### config.mk
export PLATFORM = sky130hd
export DESIGN_NAME = mem_access_ctrl
export DESIGN_NICKNAME = d
export VERILOG_FILES = /design/src/rtl/mem_defs.sv /design/src/rtl/mem_req_check.sv /design/src/rtl/mem_access_ctrl.sv
export SDC_FILE = /design/constraint.sdc
export NUM_CORES = 1
export LEC_CHECK = 0
export BUFFER_PORTS_ARGS = -buffer_cell sky130_fd_sc_hd__buf_2
export CORE_AREA = 2 2 120 110
export DETAILED_ROUTE_END_ITERATION = 7
export DIE_AREA = 0 0 122 112
export GPL_TIMING_DRIVEN = 1
export PLACE_DENSITY = 0.63
export SLEW_MARGIN = 10
export SYNTH_ARGS = -nofsm -noshare
export SYNTH_HDL_FRONTEND = slang
export SYNTH_SLANG_ARGS = --single-unit
### constraint.sdc
create_clock -name clk -period 3.7 [get_ports clk]
set_input_delay 0.555 -clock clk [delete_from_list [all_inputs] [get_ports clk]]
set_output_delay 0.555 -clock clk [all_outputs]
set_load 0.01 [all_outputs]
### src/rtl/mem_defs.sv
// Shared constants, size codes, fault codes and FSM states for the
// load/store sequencer and its request checker.
package mem_defs;

  localparam int BUS_WIDTH       = 32;
  localparam int I_MEM_SIZE      = 32;   // [0, 32): instruction memory, write-protected
  localparam int MEM_VECTOR_SIZE = 64;   // [32, 64): data memory
  localparam int MMIO_ADDR       = 128;  // single memory-mapped IO word

  typedef enum logic [1:0] {
    BYTE     = 2'b00,
    HALF     = 2'b01,
    WORD     = 2'b10,
    SIZE_BAD = 2'b11
  } size_e;

  typedef enum logic [2:0] {
    FC_NONE  = 3'b000,
    FC_SIZE  = 3'b001,  // illegal size code
    FC_ALIGN = 3'b010,  // half/word not naturally aligned
    FC_RANGE = 3'b011,  // beyond data memory and not the MMIO word
    FC_IMEM  = 3'b100,  // store into instruction memory
    FC_MMIO  = 3'b101   // MMIO accessed with less than a word
  } fault_code_e;

  typedef enum logic [2:0] {
    S_IDLE,
    S_ISSUE,
    S_WAIT,
    S_DONE,
    S_FAULT
  } state_e;

endpackage

### src/rtl/mem_req_check.sv
// Purely combinational legality check for one load/store request.
// The first rule that fails determines the fault code.
module mem_req_check
  import mem_defs::*;
(
  input  logic                 we,
  input  logic [BUS_WIDTH-1:0] addr,
  input  size_e                size,
  output logic                 legal,
  output fault_code_e          code
);

  logic is_mmio;
  logic misaligned;
  logic out_of_range;

  assign is_mmio      = (addr == BUS_WIDTH'(MMIO_ADDR));
  assign misaligned   = ((size == HALF) && addr[0]) ||
                        ((size == WORD) && (addr[1:0] != 2'b00));
  // Plain unsigned compare: the top of the address space does not wrap.
  assign out_of_range = (addr >= BUS_WIDTH'(MEM_VECTOR_SIZE)) && !is_mmio;

  // Priority-ordered rule chain; the first failing rule wins.
  always_comb begin
    // NOTE: every output of a combinational block gets a default first so no path infers a latch.
    code = FC_NONE;
    if (size == SIZE_BAD) begin
      code = FC_SIZE;
    end else if (misaligned) begin
      code = FC_ALIGN;
    end else if (out_of_range) begin
      code = FC_RANGE;
    end else if (we && (addr < BUS_WIDTH'(I_MEM_SIZE))) begin
      code = FC_IMEM;
    end else if (is_mmio && (size != WORD)) begin
      code = FC_MMIO;
    end
    legal = (code == FC_NONE);
  end

endmodule

### src/rtl/mem_access_ctrl.sv
// Multi-cycle load/store sequencer: accepts one request in IDLE, rejects
// illegal ones with a fault code, otherwise issues a single access to the
// data memory, waits MEM_LATENCY cycles and captures the read data.
module mem_access_ctrl
  import mem_defs::*;
#(
  parameter int MEM_LATENCY = 2  // must be at least 1
) (
  input  logic                 clk,
  input  logic                 rst,
  input  logic                 req,
  input  logic                 req_we,
  input  logic [BUS_WIDTH-1:0] req_addr,
  input  logic [BUS_WIDTH-1:0] req_wdata,
  input  logic [1:0]           req_size,
  input  logic                 req_sz_ex,
  input  logic [BUS_WIDTH-1:0] mem_rdata,
  output logic [BUS_WIDTH-1:0] mem_addr,
  output logic [BUS_WIDTH-1:0] mem_wdata,
  output logic                 mem_wr_en,
  output logic [1:0]           mem_size,
  output logic                 mem_sz_ex,
  output logic                 busy,
  output logic                 done,
  output logic                 fault,
  output logic [2:0]           fault_code,
  output logic [BUS_WIDTH-1:0] rsp_rdata
);

  localparam int               CNT_W    = (MEM_LATENCY > 1) ? $clog2(MEM_LATENCY) : 1;
  localparam logic [CNT_W-1:0] CNT_LOAD = CNT_W'(MEM_LATENCY - 1);

  state_e           state_q;
  state_e           state_d;
  logic [CNT_W-1:0] cnt_q;
  logic             we_q;
  fault_code_e      code_q;
  logic             chk_legal;
  fault_code_e      chk_code;
  size_e            req_sz;

  assign req_sz = size_e'(req_size);

  // The live request is checked so the branch to ISSUE or FAULT is taken
  // on the very edge that accepts it.
  mem_req_check u_check (
    .we    (req_we),
    .addr  (req_addr),
    .size  (req_sz),
    .legal (chk_legal),
    .code  (chk_code)
  );

  // State register.
  always_ff @(posedge clk) begin
    // NOTE: sequential state uses non-blocking assignments so every register samples pre-edge values.
    if (rst) begin
      state_q <= S_IDLE;
    end else begin
      state_q <= state_d;
    end
  end

  // Next-state logic and state-decoded status outputs.
  always_comb begin
    state_d    = state_q;
    busy       = (state_q != S_IDLE);
    done       = 1'b0;
    fault      = 1'b0;
    fault_code = FC_NONE;
    unique case (state_q)
      S_IDLE: begin
        if (req) begin
          state_d = chk_legal ? S_ISSUE : S_FAULT;
        end
      end
      S_ISSUE: state_d = S_WAIT;
      S_WAIT: begin
        if (cnt_q == '0) begin
          state_d = S_DONE;
        end
      end
      S_DONE: begin
        done    = 1'b1;
        state_d = S_IDLE;
      end
      S_FAULT: begin
        done       = 1'b1;
        fault      = 1'b1;
        fault_code = code_q;
        state_d    = S_IDLE;
      end
      default: state_d = S_IDLE;
    endcase
  end

  // Request capture, memory bundle, write pulse, latency counter and read capture.
  always_ff @(posedge clk) begin
    if (rst) begin
      mem_addr  <= '0;
      mem_wdata <= '0;
      mem_size  <= 2'b00;
      mem_sz_ex <= 1'b0;
      mem_wr_en <= 1'b0;
      rsp_rdata <= '0;
      cnt_q     <= '0;
      we_q      <= 1'b0;
      code_q    <= FC_NONE;
    end else begin
      // The write enable is a single-cycle pulse: it only rises on acceptance.
      mem_wr_en <= 1'b0;
      unique case (state_q)
        S_IDLE: begin
          if (req) begin
            code_q <= chk_code;
            // Rejected requests leave the memory bundle untouched.
            if (chk_legal) begin
              mem_addr  <= req_addr;
              mem_wdata <= req_wdata;
              mem_size  <= req_size;
              mem_sz_ex <= req_sz_ex && !req_we && (req_sz != WORD);
              mem_wr_en <= req_we;
              we_q      <= req_we;
            end
          end
        end
        S_ISSUE: cnt_q <= CNT_LOAD;
        S_WAIT: begin
          if (cnt_q == '0) begin
            if (!we_q) begin
              rsp_rdata <= mem_rdata;
            end
          end else begin
            cnt_q <= cnt_q - CNT_W'(1);
          end
        end
        default: ;
      endcase
    end
  end

endmodule

==> metrics.cfg, run 1 <==
[run]
drv_cap=0

[floorplan]
die-area_sq_mm=0.0137
io-pin-count=209
floorplan.initialDensity=0.315
rows=39
chipWidth_um=122
coreArea_sq_mm=0.0124
dieHeight_um=112

[drt]
drt.antenna.violating_nets=0
drc=0
avgViaCountPerCell=4.83
wire_per_inst_um=14.0
drt_iter0_drc=149
drt_wl_total_um=11500
via_count=3972
firstDrtPassIters=4

[min_path]
hold_depth=3
min_to=rsp_rdata[26]
min_from=mem_rdata[26]
hold_path.class=in2reg

[cts]
cts_resized=0
cts_buffer_depth=2
numCtsBuffers=9
clk_latency_ns=0.35
tritoncts=built
ctsHoldBuffers=0
cts_sinks=108
cts.clk_slew.worst_paths_ns=0.07
post_cts_buffers=0
cts_root_buf=clkbuf_16
htree_levels=3

[run_status]
run_status=complete, no violations

[final_layout]
nFillCells=1230
drive_gt1_frac=0.359
nNetsFinal=756
synthToLayoutAreaGrowth_pct=38.3
diodes=0

[yosys]
syn_avg_cell_area_sq_um=8.46
post-synth-top-area-cell=dfxtp_1
synth_area_leaders=dfxtp_1, a21oi_1, nand2_1
async_flop_share=0
yosysWarnings=0
synth_flop_cell=dfxtp_1
synth_most_common_cell=dfxtp_1
synthDistinctLibCells=31
synth_area_sq_mm=0.00392
synth-edff-count=0
ys_top_cells_by_count=dfxtp_1, a21oi_1, nand2_1
ys_ff_latch=108
syn_inst=463
ys_seq_area_frac=0.552
synth_top_area_frac=0.552
syn-num-nets=566

[sta]
hold_viol_final=0
setup_viol=0
timing.hold.ws_ns=0.443
min_period_ns=2.78
rsz0062_at_grt=false
worst_pin_slew_ns=1.06
fmax_mhz=360
finalClockSkew_ns=0.00901
finalCritPeriodShare=0.751
drv_slew=0
max-slew-margin-rel=0.295
tns_ns=0

[global_route]
grt_pass1_vias=3775
grt_pass1_wl_um=17900
antenna_found_initial=0
track_usage=0.165
grt_start_max_net_pins=35
overflow=0

[pwr]
p_per_area_mw_per_mm2=421
leakagePower_uw=0.00241
ir_drop_v=0.000254

[setup_path]
end_kind=flop
critPathKind=in2reg
r2r_cells=6
crit_chain=buf_2 -> or4_4 -> o41a_1 -> or4_1 -> buf_4 -> o21ai_0 -> a21oi_1
reg2reg_to=mem_addr[1]
startpoint=req_addr[2]
slowest_delay_ns=0.76
crit_fanout=30
r2r_slack_ns=1.24
crit_path_top_delay_cell=or4_1
start_kind=input pin
arrival_ns=2.99
timing.rr.start=state_q[2]
critPathRequiredTime_ns=3.91

[placement]
portBuffers=208
globalplace.congestion=0.796
dp_hpwl_um=8240

-- layer usage --
metal / track usage / share of wire / vias up
li1: - / - / 1967
met1: 0.190 / 0.43 / 1821
met2: 0.285 / 0.47 / 170
met3: 0.0635 / 0.091 / 14
met4: 0.0467 / 0.014 / 0
met5: 0 / 0 / -
-- worst max path at each step --
stage,end,slack [ns],depth (start not counted)
after detailed placement,mem_wdata[11],0.55,7
final,mem_addr[1],0.92,7
after global placement,mem_sz_ex,0.59,7
after global routing,mem_wdata[26],0.78,7
after CTS,mem_wdata[15],0.93,7
after floorplan,mem_size[1],0.95,6
-- through the flow --
step	std cells	cell area, sq um	setup slack, ns	utilization	total power (uW)
after floorplan	463	3920	0.952	-	1240
after global placement	806	5110	0.588	0.410	1310
after detailed placement	806	5110	0.548	0.410	1320
after CTS	822	5420	0.926	0.436	2310
after global routing	822	5420	0.780	0.436	2370
final	822	5420	0.923	0.436	2280
-- worst max-delay path: cells and delay by family --
| kind | cells | cell delay [ns] |
|---|---|---|
| AOI/OAI and AO/OA | 3 | 0.71 |
| buffers and inverters | 2 | 0.42 |
| and+or+nand+nor | 2 | 1.29 |
-- where the power goes --
part	switching (uW)	internal, uW	leakage (uW)
logic	69.4	53.5	0.00139
registers	1.98	1160	0.000870
clock network	424	567	0.000153
-- state kept, by name (all words and copies together), names as in the netlist --
register	count
mem_wr_en	1
state_q	3
mem_addr	32
mem_wdata	32
code_q	3
rsp_rdata	32
we_q	1
cnt_q	1
mem_size	2
mem_sz_ex	1
-- area by class of cell --
cell class | count | area (sq um) | share of cell area
Clock buffer | 12 | 256 | 0.0473
Inverter | 5 | 18.8 | 0.00346
Timing Repair Buffer | 218 | 1120 | 0.206
Tap cell | 164 | 205 | 0.0379
Multi-Input combinational cell | 311 | 1610 | 0.296
Clock inverter | 4 | 56.3 | 0.0104
Sequential cell | 108 | 2160 | 0.399
-- kinds of logic after synthesis --
group                  Yosys count  synth area share
flip-flops                     108             0.552
AND/OR/NAND/NOR                175             0.222
AO/OA/AOI/OAI                  135             0.181
buffers and inverters           44            0.0425
XOR/XNOR                         1           0.00224
-- cell usage in the layout, fill, tap and decap left out, drive strengths merged, types with 2 or more instances in the layout --
cell type  instances
buf              218
dfxtp            108
a21oi             79
nand2             70
o21ai             45
nand3             41
and2              29
clkbuf            12
nor2               7
nor4               7
nor3               6
inv                6
or4                4
nor3b              3
and4               3
nand2b             2
o211ai             2
a211oi             2
clkinv             2
No activity file was read; power rests on OpenSTA's default activity.
==> run 2: changes to the inputs <==
--- a/config.mk
+++ b/config.mk
@@ -10,7 +10,7 @@
 export DETAILED_ROUTE_END_ITERATION = 7
 export DIE_AREA = 0 0 122 112
 export GPL_TIMING_DRIVEN = 1
-export PLACE_DENSITY = 0.63
+export PLACE_DENSITY = 0.65
 export SLEW_MARGIN = 10
 export SYNTH_ARGS = -nofsm -noshare
 export SYNTH_HDL_FRONTEND = slang
==> constraint.sdc (replaced) <==
create_clock -name clk -period 2.5 [get_ports clk]
set_input_delay 0.375 -clock clk [delete_from_list [all_inputs] [get_ports clk]]
set_output_delay 0.375 -clock clk [all_outputs]
set_load 0.01 [all_outputs]
==> run 2 against run 1 <==
Effect of this change: via count grew 1.5%; non-clock buffer count increased by 8; total power increased by 45%; die area did not move; combinational power grew 59%; first-iteration DRC count grew 12%; final area grew 0.95%; utilization is 0.41 points higher; critical path type unchanged; largest cell class unchanged; highest routed layer unchanged.
==> metrics.cfg, run 2 (synthesis gave the netlist of run 1 again) <==
[setup_path]
crit_path_frequent_cell=buf_4
crit_fanout=22  ; was 30
end_kind=flop  ; unchanged
crit_chain=buf_2 -> or4_4 -> o41a_1 -> buf_4 -> nor4_4 -> buf_4 -> nand3_1 -> a21oi_1  ; was buf_2 -> or4_4 -> o41a_1 -> or4_1 -> buf_4 -> o21ai_0 -> a21oi_1
crit_buf_inv=3  ; was 2
critical_path.top_delay_family=simple AND/OR/NAND/NOR gates  ; unchanged
start_kind=input pin  ; unchanged
crit_path_top_delay_cell=or4_4  ; was or4_1
critPathKind=in2reg  ; unchanged
critPathRequiredTime_ns=2.77  ; was 3.91 ns
arrival_ns=2.60  ; was 2.99 ns
slowest_delay_ns=0.53  ; was 0.76 ns

[drt]
drt.antenna.violating_nets=0  ; unchanged
avgViaCountPerCell=4.86  ; was 4.83
firstDrtPassIters=4  ; unchanged
drc=0  ; unchanged
drt_iter0_drc=167  ; was 149
via_count=4031  ; was 3972
wire_per_inst_um=13.9  ; was 14.0 um
drt_wl_total_um=11500  ; about the same

[cts]
post_cts_buffers=0  ; unchanged
cts_sinks=108  ; unchanged
tritoncts=built  ; unchanged
cts_buffer_depth=2  ; unchanged
cts_resized=0  ; unchanged
cts_root_buf=clkbuf_16  ; unchanged
numCtsBuffers=9  ; unchanged
ctsHoldBuffers=0  ; unchanged
clk_latency_ns=0.34  ; was 0.35 ns
htree_levels=3  ; unchanged
cts.clk_slew.worst_paths_ns=0.07  ; about the same

[min_path]
hold_path.class=in2reg  ; unchanged

[final_layout]
final_common_cell=buf_2  ; unchanged
nFillCells=1261  ; was 1230
multi_input_area_sq_mm=0.00161  ; unchanged
drive_gt1_frac=0.365  ; was 0.359
nNetsFinal=764  ; was 756
synthToLayoutAreaGrowth_pct=39.6  ; was 38.3%
mostFrequentLayoutCells=buf_2, dfxtp_1, a21oi_1, nand2_1, o21ai_0  ; unchanged
regArea_sq_mm=0.00216  ; unchanged
fin_cells=829  ; was 822
fin_area_sq_mm=0.00547  ; was 0.00542 sq mm
reg.largest.list=mem_addr: 32 flops, mem_wdata: 32 flops, rsp_rdata: 32 flops  ; unchanged
diodes=0  ; unchanged

[floorplan]
die-area_sq_mm=0.0137  ; unchanged
io-pin-count=209  ; unchanged
coreArea_sq_mm=0.0124  ; unchanged
chipWidth_um=122  ; unchanged
rows=39  ; unchanged
floorplan.initialDensity=0.315  ; unchanged
dieHeight_um=112  ; unchanged

[pwr]
ir_drop_v=0.000369  ; was 0.000254 V
p_per_area_mw_per_mm2=605  ; was 421 mW/mm^2
total_power_uw=3310  ; was 2280 uW
leakagePower_uw=0.00244  ; was 0.00241 uW

[sta]
worst_pin_slew_ns=1.01  ; was 1.06 ns
finalClockSkew_ns=0.00669  ; was 0.00901 ns
max-slew-margin-rel=0.330  ; was 0.295
min_period_ns=2.33
fmax_mhz=430
drv_slew=0  ; unchanged
setup_viol=0  ; unchanged
finalCritPeriodShare=0.931
timing.hold.ws_ns=0.274  ; was 0.443 ns
rsz0062_at_grt=false  ; unchanged
tns_ns=0  ; unchanged
hold_viol_final=0  ; unchanged

[placement]
globalplace.congestion=0.875  ; was 0.796
dp_hpwl_um=8620  ; was 8240 um
postPlaceCellArea_sq_mm=0.00518  ; was 0.00511 sq mm
dp_cells=814  ; was 806
portBuffers=208  ; unchanged

[global_route]
antenna_found_initial=0  ; unchanged
grt_pass1_vias=3838  ; was 3775
grt_start_max_net_pins=42  ; was 35
track_usage=0.166  ; was 0.165
overflow=0  ; unchanged
grt_pass1_wl_um=18100  ; was 17900 um

[run_status]
run_status=complete, no violations  ; unchanged

[run]
drv_cap=0  ; unchanged

-- run 2: cell count changes in the layout (fill, tap and decap cells not counted) --
cell / previous run / this run
clkinv_2: 0 / 2
clkbuf_8: 2 / 1
clkinv_4: 2 / 0
buf_12: 0 / 1
buf_4: 10 / 17
-- run 2: layout make-up --
type / instances / share of cell area
timing repair buffer: 226 / 0.217
multi-input combinational: 311 / 0.293
tap: 164 / 0.0375
clock inverter: 4 / 0.00892
sequential: 108 / 0.395
clock buffer: 11 / 0.0444
inverter: 5 / 0.00343
-- run 2: final timing paths --
path	to	cells after the start	slack [ns]	from
max	mem_wdata[20]	8	0.17	req_addr[2]
min	rsp_rdata[26]	3	0.27	mem_rdata[26]
max reg2reg	mem_wdata[20]	7	0.43	state_q[2]
min reg2reg	rsp_rdata[1]	2	0.45	rsp_rdata[1]
-- run 2: worst reg2reg max path: stages, from the launching register on --
cell     delay (ns)
dfxtp_1        0.39
nor3_1         0.29
nand2_1        0.15
buf_4          0.19
nor4_4         0.36
buf_4          0.34
nand3_1        0.12
a21oi_1        0.17
-- run 2: stage by stage --
| stage | setup slack [ns] | utilization |
|---|---|---|
| after global routing | 0.0493 | 0.440 |
| after detailed placement | -0.207 | 0.416 |
| after global placement | -0.168 | 0.416 |
| after floorplan | -0.0684 | - |
| after CTS | 0.158 | 0.440 |
| final | 0.174 | 0.440 |
-- run 2: report_power, final --
part / total [uW] / switching [uW] / internal (uW)
clock network: 1390 / 589 / 799
registers: 1730 / 3.13 / 1720
logic: 196 / 107 / 89.1
total: 3310 / 699 / 2610
-- run 2: routing by layer --
layer	vias to the layer above	wire, um	track usage
met5	-	0	0
met4	0	224	0.0605
met3	19	1110	0.0589
met2	192	5370	0.288
met1	1834	4810	0.186
li1	1986	-	-
